===== src/rtl/fb_arb_pkg.sv =====
// Shared types and defaults for the frame-buffer arbiter.
package fb_arb_pkg;

    typedef enum logic [1:0] {
        S_IDLE    = 2'd0,
        S_DISP    = 2'd1,
        S_WRITE   = 2'd2,
        S_FORCE_W = 2'd3
    } state_t;

    localparam int AW_DEF = 19;
    localparam int DW_DEF = 8;

    // Width needed to count 0..lim inclusive.
    function automatic int cnt_width(input int lim);
        return $clog2(lim + 1);
    endfunction

endpackage


===== src/rtl/fb_arb_if.sv =====
// Requester and RAM-side bundle of the frame-buffer arbiter.
interface fb_arb_if #(
    parameter int AW = fb_arb_pkg::AW_DEF,
    parameter int DW = fb_arb_pkg::DW_DEF
);
    logic          D_REQ;
    logic [AW-1:0] D_ADR;
    logic          D_ACK;
    logic [DW-1:0] D_DATA;
    logic          D_VALID;
    logic          W_REQ;
    logic [AW-1:0] W_ADR;
    logic [DW-1:0] W_DATA;
    logic          W_ACK;
    logic          M_EN;
    logic          M_WE;
    logic [AW-1:0] M_ADR;
    logic [DW-1:0] M_WDATA;
    logic [DW-1:0] M_RDATA;

    modport slave (
        input  D_REQ, D_ADR, W_REQ, W_ADR, W_DATA, M_RDATA,
        output D_ACK, D_DATA, D_VALID, W_ACK, M_EN, M_WE, M_ADR, M_WDATA
    );

    modport master (
        output D_REQ, D_ADR, W_REQ, W_ADR, W_DATA, M_RDATA,
        input  D_ACK, D_DATA, D_VALID, W_ACK, M_EN, M_WE, M_ADR, M_WDATA
    );
endinterface


===== src/rtl/fb_rd_pipe.sv =====
// Read-return tracker: follows each issued read through the RAM latency
// and presents its data to the display, holding the last word otherwise.
module fb_rd_pipe #(
    parameter int DW     = 8,
    parameter int RD_LAT = 2
) (
    input  logic          i_clk,
    input  logic          i_rst_n,
    input  logic          i_issue,
    input  logic [DW-1:0] i_rdata,
    output logic          o_valid,
    output logic [DW-1:0] o_data
);
    logic [RD_LAT-1:0] r_vld_sr;
    logic [DW-1:0]     r_last;

    // Shift a marker per read so it emerges when the RAM data is valid.
    always_ff @(posedge i_clk or negedge i_rst_n) begin
        if (!i_rst_n) begin
            r_vld_sr <= '0;
        end else begin
            r_vld_sr <= (r_vld_sr << 1) | RD_LAT'(i_issue);
        end
    end

    // Remember the last returned word so D_DATA is stable between returns.
    always_ff @(posedge i_clk or negedge i_rst_n) begin
        if (!i_rst_n) begin
            r_last <= '0;
        end else if (o_valid) begin
            r_last <= i_rdata;
        end
    end

    // RAM data passes straight through in its valid cycle; no extra stage.
    assign o_valid = r_vld_sr[RD_LAT-1];
    assign o_data  = o_valid ? i_rdata : r_last;

endmodule


===== src/rtl/fb_arbiter.sv =====
// Single-port frame-buffer arbiter: display reads have priority, the
// pattern writer is guaranteed one grant after STARVE_LIM display grants.
//
// state     | meaning
// S_IDLE    | no grant last cycle
// S_DISP    | display granted last cycle
// S_WRITE   | writer granted last cycle
// S_FORCE_W | starvation limit reached, writer goes next
module fb_arbiter
    import fb_arb_pkg::*;
#(
    parameter int AW         = AW_DEF,
    parameter int DW         = DW_DEF,
    parameter int RD_LAT     = 2,
    parameter int STARVE_LIM = 8
) (
    input  logic     CLK,
    input  logic     NRST,
    fb_arb_if.slave  bus
);
    localparam int            CW  = cnt_width(STARVE_LIM);
    localparam logic [CW-1:0] LIM = CW'(STARVE_LIM);

    state_t        r_state;
    state_t        w_state_nxt;
    logic [CW-1:0] r_cnt;
    logic [CW-1:0] w_cnt_nxt;
    logic          w_d_ack;
    logic          w_w_ack;
    logic          r_m_en;
    logic          r_m_we;
    logic [AW-1:0] r_m_adr;
    logic [DW-1:0] r_m_wdata;
    logic          w_d_valid;
    logic [DW-1:0] w_d_data;

    // Grant decision, next fairness state and starvation count.
    // ACKs are held low while NRST is asserted so every output reads 0.
    always_comb begin
        w_d_ack     = 1'b0;
        w_w_ack     = 1'b0;
        w_state_nxt = S_IDLE;
        w_cnt_nxt   = '0;
        if (NRST) begin
            if (r_state == S_FORCE_W && bus.W_REQ) begin
                w_w_ack     = 1'b1;
                w_state_nxt = S_WRITE;
            end else if (bus.D_REQ) begin
                w_d_ack     = 1'b1;
                w_state_nxt = S_DISP;
                if (bus.W_REQ) begin
                    w_cnt_nxt = (r_cnt >= LIM) ? LIM : r_cnt + 1'b1;
                    if (w_cnt_nxt == LIM) begin
                        w_state_nxt = S_FORCE_W;
                    end
                end
            end else if (bus.W_REQ) begin
                w_w_ack     = 1'b1;
                w_state_nxt = S_WRITE;
            end
        end
    end

    // Fairness state and starvation counter registers.
    always_ff @(posedge CLK or negedge NRST) begin
        if (!NRST) begin
            r_state <= S_IDLE;
            r_cnt   <= '0;
        end else begin
            r_state <= w_state_nxt;
            r_cnt   <= w_cnt_nxt;
        end
    end

    // RAM command registers; address/data hold when nothing is granted.
    always_ff @(posedge CLK or negedge NRST) begin
        if (!NRST) begin
            r_m_en    <= 1'b0;
            r_m_we    <= 1'b0;
            r_m_adr   <= '0;
            r_m_wdata <= '0;
        end else begin
            r_m_en <= w_d_ack | w_w_ack;
            r_m_we <= w_w_ack;
            if (w_w_ack) begin
                r_m_adr   <= bus.W_ADR;
                r_m_wdata <= bus.W_DATA;
            end else if (w_d_ack) begin
                r_m_adr   <= bus.D_ADR;
            end
        end
    end

    fb_rd_pipe #(
        .DW     (DW),
        .RD_LAT (RD_LAT)
    ) u_rd_pipe (
        .i_clk   (CLK),
        .i_rst_n (NRST),
        .i_issue (r_m_en & ~r_m_we),
        .i_rdata (bus.M_RDATA),
        .o_valid (w_d_valid),
        .o_data  (w_d_data)
    );

    assign bus.D_ACK   = w_d_ack;
    assign bus.W_ACK   = w_w_ack;
    assign bus.M_EN    = r_m_en;
    assign bus.M_WE    = r_m_we;
    assign bus.M_ADR   = r_m_adr;
    assign bus.M_WDATA = r_m_wdata;
    assign bus.D_VALID = w_d_valid;
    assign bus.D_DATA  = w_d_data;

endmodule


===== src/flat_wrapper.sv =====
// flat-port wrapper written by rule: the top's interface ports become plain ports
module fb_arbiter_flat import fb_arb_pkg::*;
#(
    parameter int AW         = AW_DEF,
    parameter int DW         = DW_DEF,
    parameter int RD_LAT     = 2,
    parameter int STARVE_LIM = 8
)
  (CLK, NRST, bus_D_REQ, bus_D_ADR, bus_W_REQ, bus_W_ADR, bus_W_DATA, bus_M_RDATA, bus_D_ACK, bus_D_DATA, bus_D_VALID, bus_W_ACK, bus_M_EN, bus_M_WE, bus_M_ADR, bus_M_WDATA);
  fb_arb_if #(.AW(AW), .DW(DW)) bus_i ();
  input  logic CLK;
  input  logic NRST;
  input wire logic [$bits(bus_i.D_REQ)-1:0] bus_D_REQ;
  input wire logic [$bits(bus_i.D_ADR)-1:0] bus_D_ADR;
  input wire logic [$bits(bus_i.W_REQ)-1:0] bus_W_REQ;
  input wire logic [$bits(bus_i.W_ADR)-1:0] bus_W_ADR;
  input wire logic [$bits(bus_i.W_DATA)-1:0] bus_W_DATA;
  input wire logic [$bits(bus_i.M_RDATA)-1:0] bus_M_RDATA;
  output wire logic [$bits(bus_i.D_ACK)-1:0] bus_D_ACK;
  output wire logic [$bits(bus_i.D_DATA)-1:0] bus_D_DATA;
  output wire logic [$bits(bus_i.D_VALID)-1:0] bus_D_VALID;
  output wire logic [$bits(bus_i.W_ACK)-1:0] bus_W_ACK;
  output wire logic [$bits(bus_i.M_EN)-1:0] bus_M_EN;
  output wire logic [$bits(bus_i.M_WE)-1:0] bus_M_WE;
  output wire logic [$bits(bus_i.M_ADR)-1:0] bus_M_ADR;
  output wire logic [$bits(bus_i.M_WDATA)-1:0] bus_M_WDATA;
  assign bus_i.D_REQ = bus_D_REQ;
  assign bus_i.D_ADR = bus_D_ADR;
  assign bus_i.W_REQ = bus_W_REQ;
  assign bus_i.W_ADR = bus_W_ADR;
  assign bus_i.W_DATA = bus_W_DATA;
  assign bus_i.M_RDATA = bus_M_RDATA;
  assign bus_D_ACK = bus_i.D_ACK;
  assign bus_D_DATA = bus_i.D_DATA;
  assign bus_D_VALID = bus_i.D_VALID;
  assign bus_W_ACK = bus_i.W_ACK;
  assign bus_M_EN = bus_i.M_EN;
  assign bus_M_WE = bus_i.M_WE;
  assign bus_M_ADR = bus_i.M_ADR;
  assign bus_M_WDATA = bus_i.M_WDATA;
  fb_arbiter #(.AW(AW), .DW(DW), .RD_LAT(RD_LAT), .STARVE_LIM(STARVE_LIM)) u_core (.CLK(CLK), .NRST(NRST), .bus(bus_i));
endmodule

===== config.mk =====
export PLATFORM = sky130hd
export DESIGN_NAME = fb_arbiter_flat
export DESIGN_NICKNAME = d
export VERILOG_FILES = /design/src/rtl/fb_arb_pkg.sv /design/src/rtl/fb_arb_if.sv /design/src/rtl/fb_rd_pipe.sv /design/src/rtl/fb_arbiter.sv /design/src/flat_wrapper.sv
export SDC_FILE = /design/constraint.sdc
export NUM_CORES = 1
export LEC_CHECK = 0
export ABC_AREA = 0
export CAP_MARGIN = 40
export CORE_MARGIN = 2
export CORE_UTILIZATION = 30
export DETAILED_ROUTE_END_ITERATION = 10
export PLACE_DENSITY = 0.66
export REMOVE_ABC_BUFFERS = 1
export SYNTH_ARGS = -nofsm -noshare
export SYNTH_HDL_FRONTEND = slang
export SYNTH_HIERARCHICAL = 1
export SYNTH_SLANG_ARGS = --single-unit

===== constraint.sdc =====
create_clock -name CLK -period 3.25 [get_ports CLK]
set_input_delay 0.65 -clock CLK [delete_from_list [all_inputs] [get_ports CLK]]
set_output_delay 0.65 -clock CLK [all_outputs]
set_load 0.01 [all_outputs]

# After elaboration in Yosys (flattened, before gate mapping)
# Cells that the tools add are included.
dict set report op_classes {
  addsub 1
  magnitude_cmp 1
  n_eq_ne 2
  mux 21
  bitwise 4
  n_reduce_logical 2
}
# op count
set ops {}
lappend ops {{two-way mux 19 bit} 2}
lappend ops {{two-way mux 4 bit} 5}
lappend ops {{two-way mux 2 bit} 6}
lappend ops {{two-way mux 8 bit} 1}
lappend ops {{two-way mux 1 bit} 7}
lappend ops {{adder 4 x 1 -> 4 bit (second input constant)} 1}
lappend ops {{== test 4 bit (second input constant)} 1}
lappend ops {{>= comparator 4 bit (second input constant)} 1}
lappend ops {{== test 2 bit (second input constant)} 1}
lappend ops {{bitwise OR 2 x 1 -> 2 bit} 1}
lappend ops {{nonzero test 2 bit} 1}
lappend ops {{AND 1 bit} 1}
lappend ops {{logical AND 1 bit} 1}
lappend ops {{NOT 1 bit} 1}
lappend ops {{bitwise OR 1 bit} 1}
dict set report word_totals {
  ff_bits 45
  in_bits 58
  output_inout_bits 40
  wordCells 39
}

# Depth between registers and ports, before layout
# Gate-level depths: netlist of run 1.
dict set report logic_depth {
  depth_word 8
  ltp_mapped 5
}

# Hierarchy
# Netlist of run 1, hierarchy kept.
# module n_inst cells_per_inst area_per_inst_um2
set modules_own_cells {}
lappend modules_own_cells {fb_arbiter 1 155 1589.0}
lappend modules_own_cells {fb_rd_pipe 1 19 381.6}

# Least setup slack after synthesis of run 1
# No wires, ideal clock.
dict set report synth_path {
  kind {input -> output}
  start {in bus_D_REQ}
  end {out bus_W_ACK}
  arrival_time_ps 1028
  required_ps 2600
  path_slack_ps 1572
  cell_stages 2
  path_buffers 0
  path_cell_list {a21boi_4 > nor2_4}
}
dict set report synth_via {
  elab_chain_cells 3
}
# element line
set synth_rtl {}
lappend synth_rtl {{start: declaration} flat_wrapper.sv:13} ;# input wire logic [$bits(bus_i.D_REQ)-1:0] bus_D_REQ;
lappend synth_rtl {{two-way mux 1 bit} fb_arbiter.sv:48} ;# end else if (bus.D_REQ) begin
lappend synth_rtl {{two-way mux 1 bit} fb_arbiter.sv:45} ;# if (r_state == S_FORCE_W && bus.W_REQ) begin
lappend synth_rtl {{two-way mux 1 bit} fb_arbiter.sv:44} ;# if (NRST) begin
lappend synth_rtl {{end: declaration} flat_wrapper.sv:22} ;# output wire logic [$bits(bus_i.W_ACK)-1:0] bus_W_ACK;
# No other way between the ends.

# Worst setup path after layout of run 1
dict set report layout_path {
  start {in bus_D_REQ}
  end {out bus_D_ACK}
}
dict set report layout_via {
  elab_chain_cells 3
}
# element line
set layout_rtl {}
lappend layout_rtl {{two-way mux 1 bit} fb_arbiter.sv:48}
lappend layout_rtl {{two-way mux 1 bit} fb_arbiter.sv:45}
lappend layout_rtl {{two-way mux 1 bit} fb_arbiter.sv:44}
lappend layout_rtl {{end: declaration} flat_wrapper.sv:19} ;# output wire logic [$bits(bus_i.D_ACK)-1:0] bus_D_ACK;
# No other way between the ends.

==> results of run 1 <==
-- how the worst max path moves through the flow --
stage	startpoint	to	slack, ps
after CTS	bus_D_REQ	bus_W_ACK	580
final	bus_D_REQ	bus_D_ACK	580
after global routing	bus_D_REQ	bus_D_ACK	500
after floorplan	bus_D_REQ	u_core/bus.M_ADR[0]$_DFFE_PN0P_	1120
after detailed placement	bus_D_REQ	bus_D_ACK	570
after global placement	bus_W_REQ	bus_W_ACK	600
-- power by group --
part	switching (mW)	internal (mW)	total [mW]	leakage, nW
combinational	0.157	0.244	0.401	0.682
clock	0.181	0.251	0.432	0.0585
sequential	0.0366	0.630	0.667	0.533
-- placed cells by master, fill, tap and decap left out, types with 2 or more instances in the layout --
master	instances
sky130_fd_sc_hd__clkbuf_8	6
sky130_fd_sc_hd__nand2_1	3
sky130_fd_sc_hd__nor2_1	21
sky130_fd_sc_hd__dfrtp_1	45
sky130_fd_sc_hd__mux2_2	8
sky130_fd_sc_hd__a21oi_1	19
sky130_fd_sc_hd__nor3_1	2
sky130_fd_sc_hd__clkdlybuf4s50_1	96
sky130_fd_sc_hd__o21ai_0	17
sky130_fd_sc_hd__buf_4	6
sky130_fd_sc_hd__inv_1	3
sky130_fd_sc_hd__ha_1	2
sky130_fd_sc_hd__o21ai_1	3
sky130_fd_sc_hd__a31oi_1	21
sky130_fd_sc_hd__mux2_4	8
-- kinds of logic after synthesis --
kind of cell | Yosys count | share of synthesized area, %
buffers and inverters | 16 | 5.14
DFF | 45 | 57.1
adders and majority gates | 2 | 1.27
muxes | 16 | 10.7
xor gates and xnor gates | 1 | 0.445
AOI/OAI and AO/OA | 64 | 18.7
and+or+nand+nor | 30 | 6.60
-- cell usage after synthesis (all sizes together) --
cell type	count	share of area, %
clkbuf	4	0.83
nand2	3	0.57
and2	1	0.32
a21oi	19	4.8
o21ai	20	5.1
a21boi	1	0.95
o211ai	1	0.38
a21bo	1	0.51
mux2	16	11
nor2b	1	0.32
buf	9	3.7
ha	2	1.3
o22ai	1	0.32
dfrtp	45	57
xnor2	1	0.44
inv	3	0.57
a31oi	21	6.7
nor2	22	4.6
nor3	2	0.51
nand2b	1	0.32
-- layout make-up --
type / count / area (um^2) / area share, %
clock buffers: 7 / 86.3 / 2.78
clock inverters: 1 / 30.0 / 0.967
inverters: 3 / 11.3 / 0.363
multi-input cells: 113 / 743 / 23.9
flip-flops and latches: 45 / 1130 / 36.3
well taps: 77 / 96.3 / 3.10
repair buffers: 103 / 1010 / 32.6
-- worst max-delay path, stage by stage --
cell and delay (ps):
sky130_fd_sc_hd__clkdlybuf4s50_1 530, sky130_fd_sc_hd__nand2_1 80, sky130_fd_sc_hd__a31oi_1 200, sky130_fd_sc_hd__clkdlybuf4s50_1 570
-- flip-flops by register name, summed over array words and instances, names as in the netlist --
name,count
u_core/bus.M_WE,1
u_core/u_rd_pipe/r_vld_sr,2
u_core/r_cnt,4
u_core/bus.M_ADR,19
u_core/bus.M_EN,1
u_core/r_state,2
u_core/u_rd_pipe/r_last,8
u_core/bus.M_WDATA,8
-- through the flow --
step	power, mW	setup slack (ps)	util [%]	hold slack, ps	instance area [um^2]
2_1_floorplan	0.822	1120	-	331	1880
3_3_place_gp	1.08	595	47.1	332	2990
3_5_place_dp	1.08	572	47.1	335	2990
4_1_cts	1.53	583	48.9	274	3100
5_1_grt	1.58	499	48.9	299	3100
6_report	1.50	578	48.9	279	3100
-- routing by layer --
metal  up-vias  global-route usage, %  routed length (um)
met5         -                      0                   0
li1        811                      -                   -
met4         0                   4.33                  29
met3         4                   4.77                 377
met2        59                   25.8                2770
met1       837                   19.6                2410
==> results.txt, run 1 <==
* Outcome: completed
- At the end of routability-driven placement, the weighted congestion stood at 0.728.
* Resize count post-CTS: 0
- Clock tree synthesis selected as its root buffer the cell sky130_fd_sc_hd__clkbuf_8.
* Total track usage: 15.5%
* Highest attainable clock frequency: 374 MHz
* Clock Skew: 7.12 ps
- End of the worst register-to-register path: u_core/bus.M_ADR[3]$_DFFE_PN0P_
- The clock drives 45 sinks.
- The H-tree was split into 2 levels.
- First-pass GRT wire length: 8.85 mm
* Synthesized cell area: 1970 um^2
- The number of setup buffers added after CTS is 0.
* Antenna-violating nets left: 0
* Routed vias/inst: 4.90
* Areal power density over the cells: 483 nW/um^2
- In this run the tool buffered the top-level ports with 97 buffer cells.
* CTS tree: built
- Vias after detailed routing: 1711
* Setup total negative slack: 0 ps
- Clock latency on the worst-skew pair: 290 ps
* Number of primary I/O pins: 98
- The floorplan step set the die height to 85.1 um.
- After clock tree synthesis, the flow added hold-fix buffers numbering 0.
* Area enclosed by the die boundary: 7230 um^2
- The net count of the finished layout is 331.
- Yosys synthesis warning count: 6
* Number of instances in the synthesized netlist: 174
- Max-cap violations in this run came to 0.
- Largest net degree at the start of global routing: 31
- In this run the worst path has a maximum fanout of 4.
- DRC violations left: 0
- The first detailed-routing pass ran for 4 iterations.
* Final-report hold violation count: 0
- Final HPWL from detailed placement: 3.83 mm
* Worst endpoint required time: 2600 ps
- Setup violations remaining at the end of the flow were counted as 0.
- The via count of the first global-routing pass was 1798.
- STA classifies the critical path endpoint as an output port.
- STA puts the critical path data arrival time at 2020 ps.
* Final period utilization: 82.2%
* Synthesized flop and latch total: 45
* Startpoint types: primary input
- Final-report max-slew violation count: 0
- Initial antenna violation count: 0
- Post-Layout Cell Count: 349
- Synth-to-Final Area Change: 57.5%
- From left edge to right edge, the die measures 85.1 um.
* Leftover overflow at the end of global routing: 0
* Placeable core region: 6350 um^2
* Period minus WS final: 2670 ps
- Clock input transition at the sequential cells of the worst setup and hold paths: 80 ps
- Critical path start-end classification: primary input to output port
* Total detailed-routing wirelength: 5.58 mm
- The number of placed instances, taps included, is 341.
* Tightest Pin Transition: 713 ps
* Sequential share of the synthesized area: 57.1%
- Setup repair after global routing missed its margin: no
* Launch point of the worst reg-to-reg path: u_core/r_state[0]$_DFF_PN0_
- Average detailed-routed wire length per instance: 16.0 um
- A synthesized cell averages 11.3 um^2.
- The post-route netlist has 11.8% of its cells at a drive strength greater than 1.
* Worst Hold Class: primary input to async pin
- Total clock buffers created by CTS: 5
- Summed over all cells, the static leakage comes to 1.27 nW.
* Headroom to the max-slew limit: 52.5%
- Antenna diode instance count: 0
- Initial Util: 31.0%
* Max Root-Sink Buffers: 2
- Worst r2r path cells: 3
- After the first detailed-routing iteration, the DRC count stood at 65.
- Reg-to-reg setup timing slack: 1750 ps
- Post-synthesis cell type count: 26
- Fill cell count: 572
* Peak VDD IR: 0.248 mV
* Rows: 29
(Power assumes the default switching activity.)
==> run 2, diff against run 1 <==
--- a/config.mk
+++ b/config.mk
@@ -10,7 +10,7 @@
 export CORE_MARGIN = 2
 export CORE_UTILIZATION = 30
 export DETAILED_ROUTE_END_ITERATION = 10
-export PLACE_DENSITY = 0.66
+export PLACE_DENSITY = 0.68
 export REMOVE_ABC_BUFFERS = 1
 export SYNTH_ARGS = -nofsm -noshare
 export SYNTH_HDL_FRONTEND = slang
==> constraint.sdc (replaced) <==
create_clock -name CLK -period 2.4 [get_ports CLK]
set_input_delay 0.48 -clock CLK [delete_from_list [all_inputs] [get_ports CLK]]
set_output_delay 0.48 -clock CLK [all_outputs]
set_load 0.01 [all_outputs]
==> run 2 against run 1 <==
Net effect: highest routed layer unchanged; utilization up 0.59 points; largest cell class unchanged; global-route usage down 0.18 points; die area unchanged; power up 35%; routed wire length down 2.9%; combinational power up 37%; cell count up 0.86%; non-clock buffer count up 3; setup slack worse by 490 ps.
==> results.txt, run 2 (same netlist as run 1, synthesis figures left out) <==
- Outcome: completed
* Initial Util: 31.0% (unchanged)
* Startpoint types: primary input
- The area after detailed placement came to 3030 um^2 (+1.3%).
* Clock latency on the worst-skew pair: 300 ps (about the same)
- The flip-flop count of the largest register after layout was 19 (unchanged).
- Length of the first detailed-routing pass in iterations: 4 (unchanged)
- The number of DRC markers in iteration 0 is 68 (+4.6%).
- Leaving out fill and tap cells, the most frequent cells in the layout are sky130_fd_sc_hd__clkdlybuf4s50_1, sky130_fd_sc_hd__dfrtp_1, sky130_fd_sc_hd__nor2_1, sky130_fd_sc_hd__a31oi_1, sky130_fd_sc_hd__a21oi_1.
- The boundary pin count came to 98 (unchanged).
* Met2 global-route usage: 27.0% (+1.2 points)
* Crit. End Element: output port
- The number of buffer cells added on primary ports came to 97 (unchanged).
* Average detailed-routed wire length per instance: 15.4 um (-3.7%)
- The post-cts resize count was 0 (unchanged).
- Synth-to-Final Area Change: 59.4%
- The hold buffer count at cts was 0 (unchanged).
- Leftover overflow at the end of global routing: 0 (unchanged)
- The clock-pin transition on the worst setup and hold timing paths came to 90 ps (about the same).
- The pin count of the biggest net entering global routing is 33 (+6.5%).
- The buffer count from post-CTS setup fixing came to 0 (unchanged).
- The floorplan die area is 7230 um^2 (unchanged).
- The endpoint arrival time on the critical path was 1830 ps (-190 ps).
- First-pass GRT wire length: 8.85 mm (about the same)
* Fraction of final layout cells with drive strength greater than 1: 13.5% (+1.7 points)
- Max Root-Sink Buffers: 2 (unchanged)
- DRC violations left: 0 (unchanged)
- The worst ir drop on vdd is 0.294 mV (+19%).
- Setup total negative slack: 0 ps (unchanged)
* Setup repair after global routing missed its margin: no
- Worst Hold Class: primary input to async pin
* Final period utilization: 96.4%
- Rows: 29 (unchanged)
* Chip Height: 85.1 um (unchanged)
* Met1 capacity usage during global routing: 18.8% (-0.73 points)
- CTS tree: built
- Total of endpoints with negative setup slack in the final report: 0 (unchanged)
- The worst endpoint required time was 1920 ps (-680 ps).
* Routability congestion estimate from global placement: 0.810 (+11%)
- Total number of H-tree levels: 2 (unchanged)
- Final-report hold violation count: 0 (unchanged)
- Antenna diode instance count: 0 (unchanged)
- Clock Skew: 9.81 ps (+2.69 ps)
* Areal power density over the cells: 646 nW/um^2 (+34%)
* Highest attainable clock frequency: 432 MHz
- The detailed-route via count came to 1712 (+0.058%).
- Total track usage: 15.3% (-0.18 points)
- Total clock buffers created by CTS: 5 (unchanged)
- Placeable core region: 6350 um^2 (unchanged)
- The via count of the first global-routing pass is 1834 (+2.0%).
- Critical path start-end classification: primary input to output port
- Finished layout cell area: 3140 um^2 (+1.2%)
* Headroom to the max-slew limit: 54.5% (+2.1 points)
* Tightest Pin Transition: 682 ps (-30.9 ps)
* Busiest metal layer after global routing: met2
- The global-route track usage on met3 is 3.99% (-0.78 points).
- Final-report max-slew violation count: 0 (unchanged)
- The count of nets left with antenna violations after detail routing is 0 (unchanged).
* Master cell of the clock root buffer: sky130_fd_sc_hd__clkbuf_8
- The max capacitance violation total is 0 (unchanged).
- Floorplan die width: 85.1 um (unchanged)
- Final HPWL from detailed placement: 3.92 mm (+2.5%)
- The final-stage net count was 334 (+0.91%).
* Leading cell type in the layout, fill and taps excluded: sky130_fd_sc_hd__clkdlybuf4s50_1
- Largest driver fanout on the critical path: 4 (unchanged)
* Initial antenna violation count: 0 (unchanged)
* Cell leakage power: 1.29 nW (+1.3%)
- Routed vias/inst: 4.86 (-0.79%)
- The routed wire length is 5.42 mm (-2.9%).
- The number of clock sinks seen by CTS is 45 (unchanged).
- After layout, the minimum clock period comes to 2310 ps.
-- run 2: cell types whose count changed in the layout (fill, tap and decap cells not counted) --
cell / change
sky130_fd_sc_hd__clkinvlp_4: +1
sky130_fd_sc_hd__buf_12: +1
sky130_fd_sc_hd__clkbuf_8: -1
sky130_fd_sc_hd__clkbuf_1: -1
sky130_fd_sc_hd__clkinv_4: +1
sky130_fd_sc_hd__o21ai_2: +1
sky130_fd_sc_hd__o21ai_1: -1
sky130_fd_sc_hd__buf_4: +2
-- run 2: through the flow --
stage / worst slack [ps] / total power, mW / hold WS (ps) / std cells / util (%)
6_report: 86.3 / 2.03 / 160 / 352 / 49.5
5_1_grt: 20.0 / 2.15 / 170 / 352 / 49.5
4_1_cts: 58.1 / 2.07 / 161 / 352 / 49.5
3_5_place_dp: 62.9 / 1.48 / 342 / 344 / 47.7
3_3_place_gp: 81.1 / 1.47 / 334 / 344 / 47.7
2_1_floorplan: 445 / 1.11 / 184 / 161 / -
-- run 2: critical path, cell delays in order --
cell and delay, ps:
sky130_fd_sc_hd__clkdlybuf4s50_1 480, sky130_fd_sc_hd__a21boi_4 180, sky130_fd_sc_hd__nor2_4 130, sky130_fd_sc_hd__clkdlybuf4s50_1 560
-- run 2: area by class of cell --
cell class / instances / area (um^2)
sequential: 45 / 1130
clock inverter: 3 / 46.3
multi-input combinational: 113 / 747
clock buffer: 5 / 68.8
fill: 589 / 3210
timing repair buffer: 106 / 1050
tap: 77 / 96.3
inverter: 3 / 11.3
-- run 2: path summary, 6_finish.rpt --
path	startpoint	to	slack (ps)	cells past startpoint
min in group CLK	u_core/u_rd_pipe/r_vld_sr[0]$_DFF_PN0_	u_core/u_rd_pipe/r_vld_sr[1]$_DFF_PN0_	380	0
max in group asynchronous	NRST	u_core/bus.M_ADR[18]$_DFFE_PN0P_	1860	2
min	NRST	u_core/r_state[0]$_DFF_PN0_	160	2
max	bus_D_REQ	bus_W_ACK	90	4
max reg2reg	u_core/r_state[0]$_DFF_PN0_	u_core/bus.M_ADR[14]$_DFFE_PN0P_	920	3
min reg2reg	u_core/u_rd_pipe/r_vld_sr[0]$_DFF_PN0_	u_core/u_rd_pipe/r_vld_sr[1]$_DFF_PN0_	380	0
-- run 2: report_power, final --
part	switching, mW	internal (mW)	total (mW)
Sequential	0.0518	0.853	0.905
Clock	0.265	0.312	0.577
Combinational	0.212	0.338	0.549
Total	0.528	1.50	2.03
-- run 2: metal layers --
metal / share of wire (%) / vias up / wire, um
li1: - / 815 / -
met1: 43 / 844 / 2320
met2: 51 / 48 / 2770
met3: 5.5 / 5 / 299
met4: 0.70 / 0 / 38
met5: 0 / - / 0
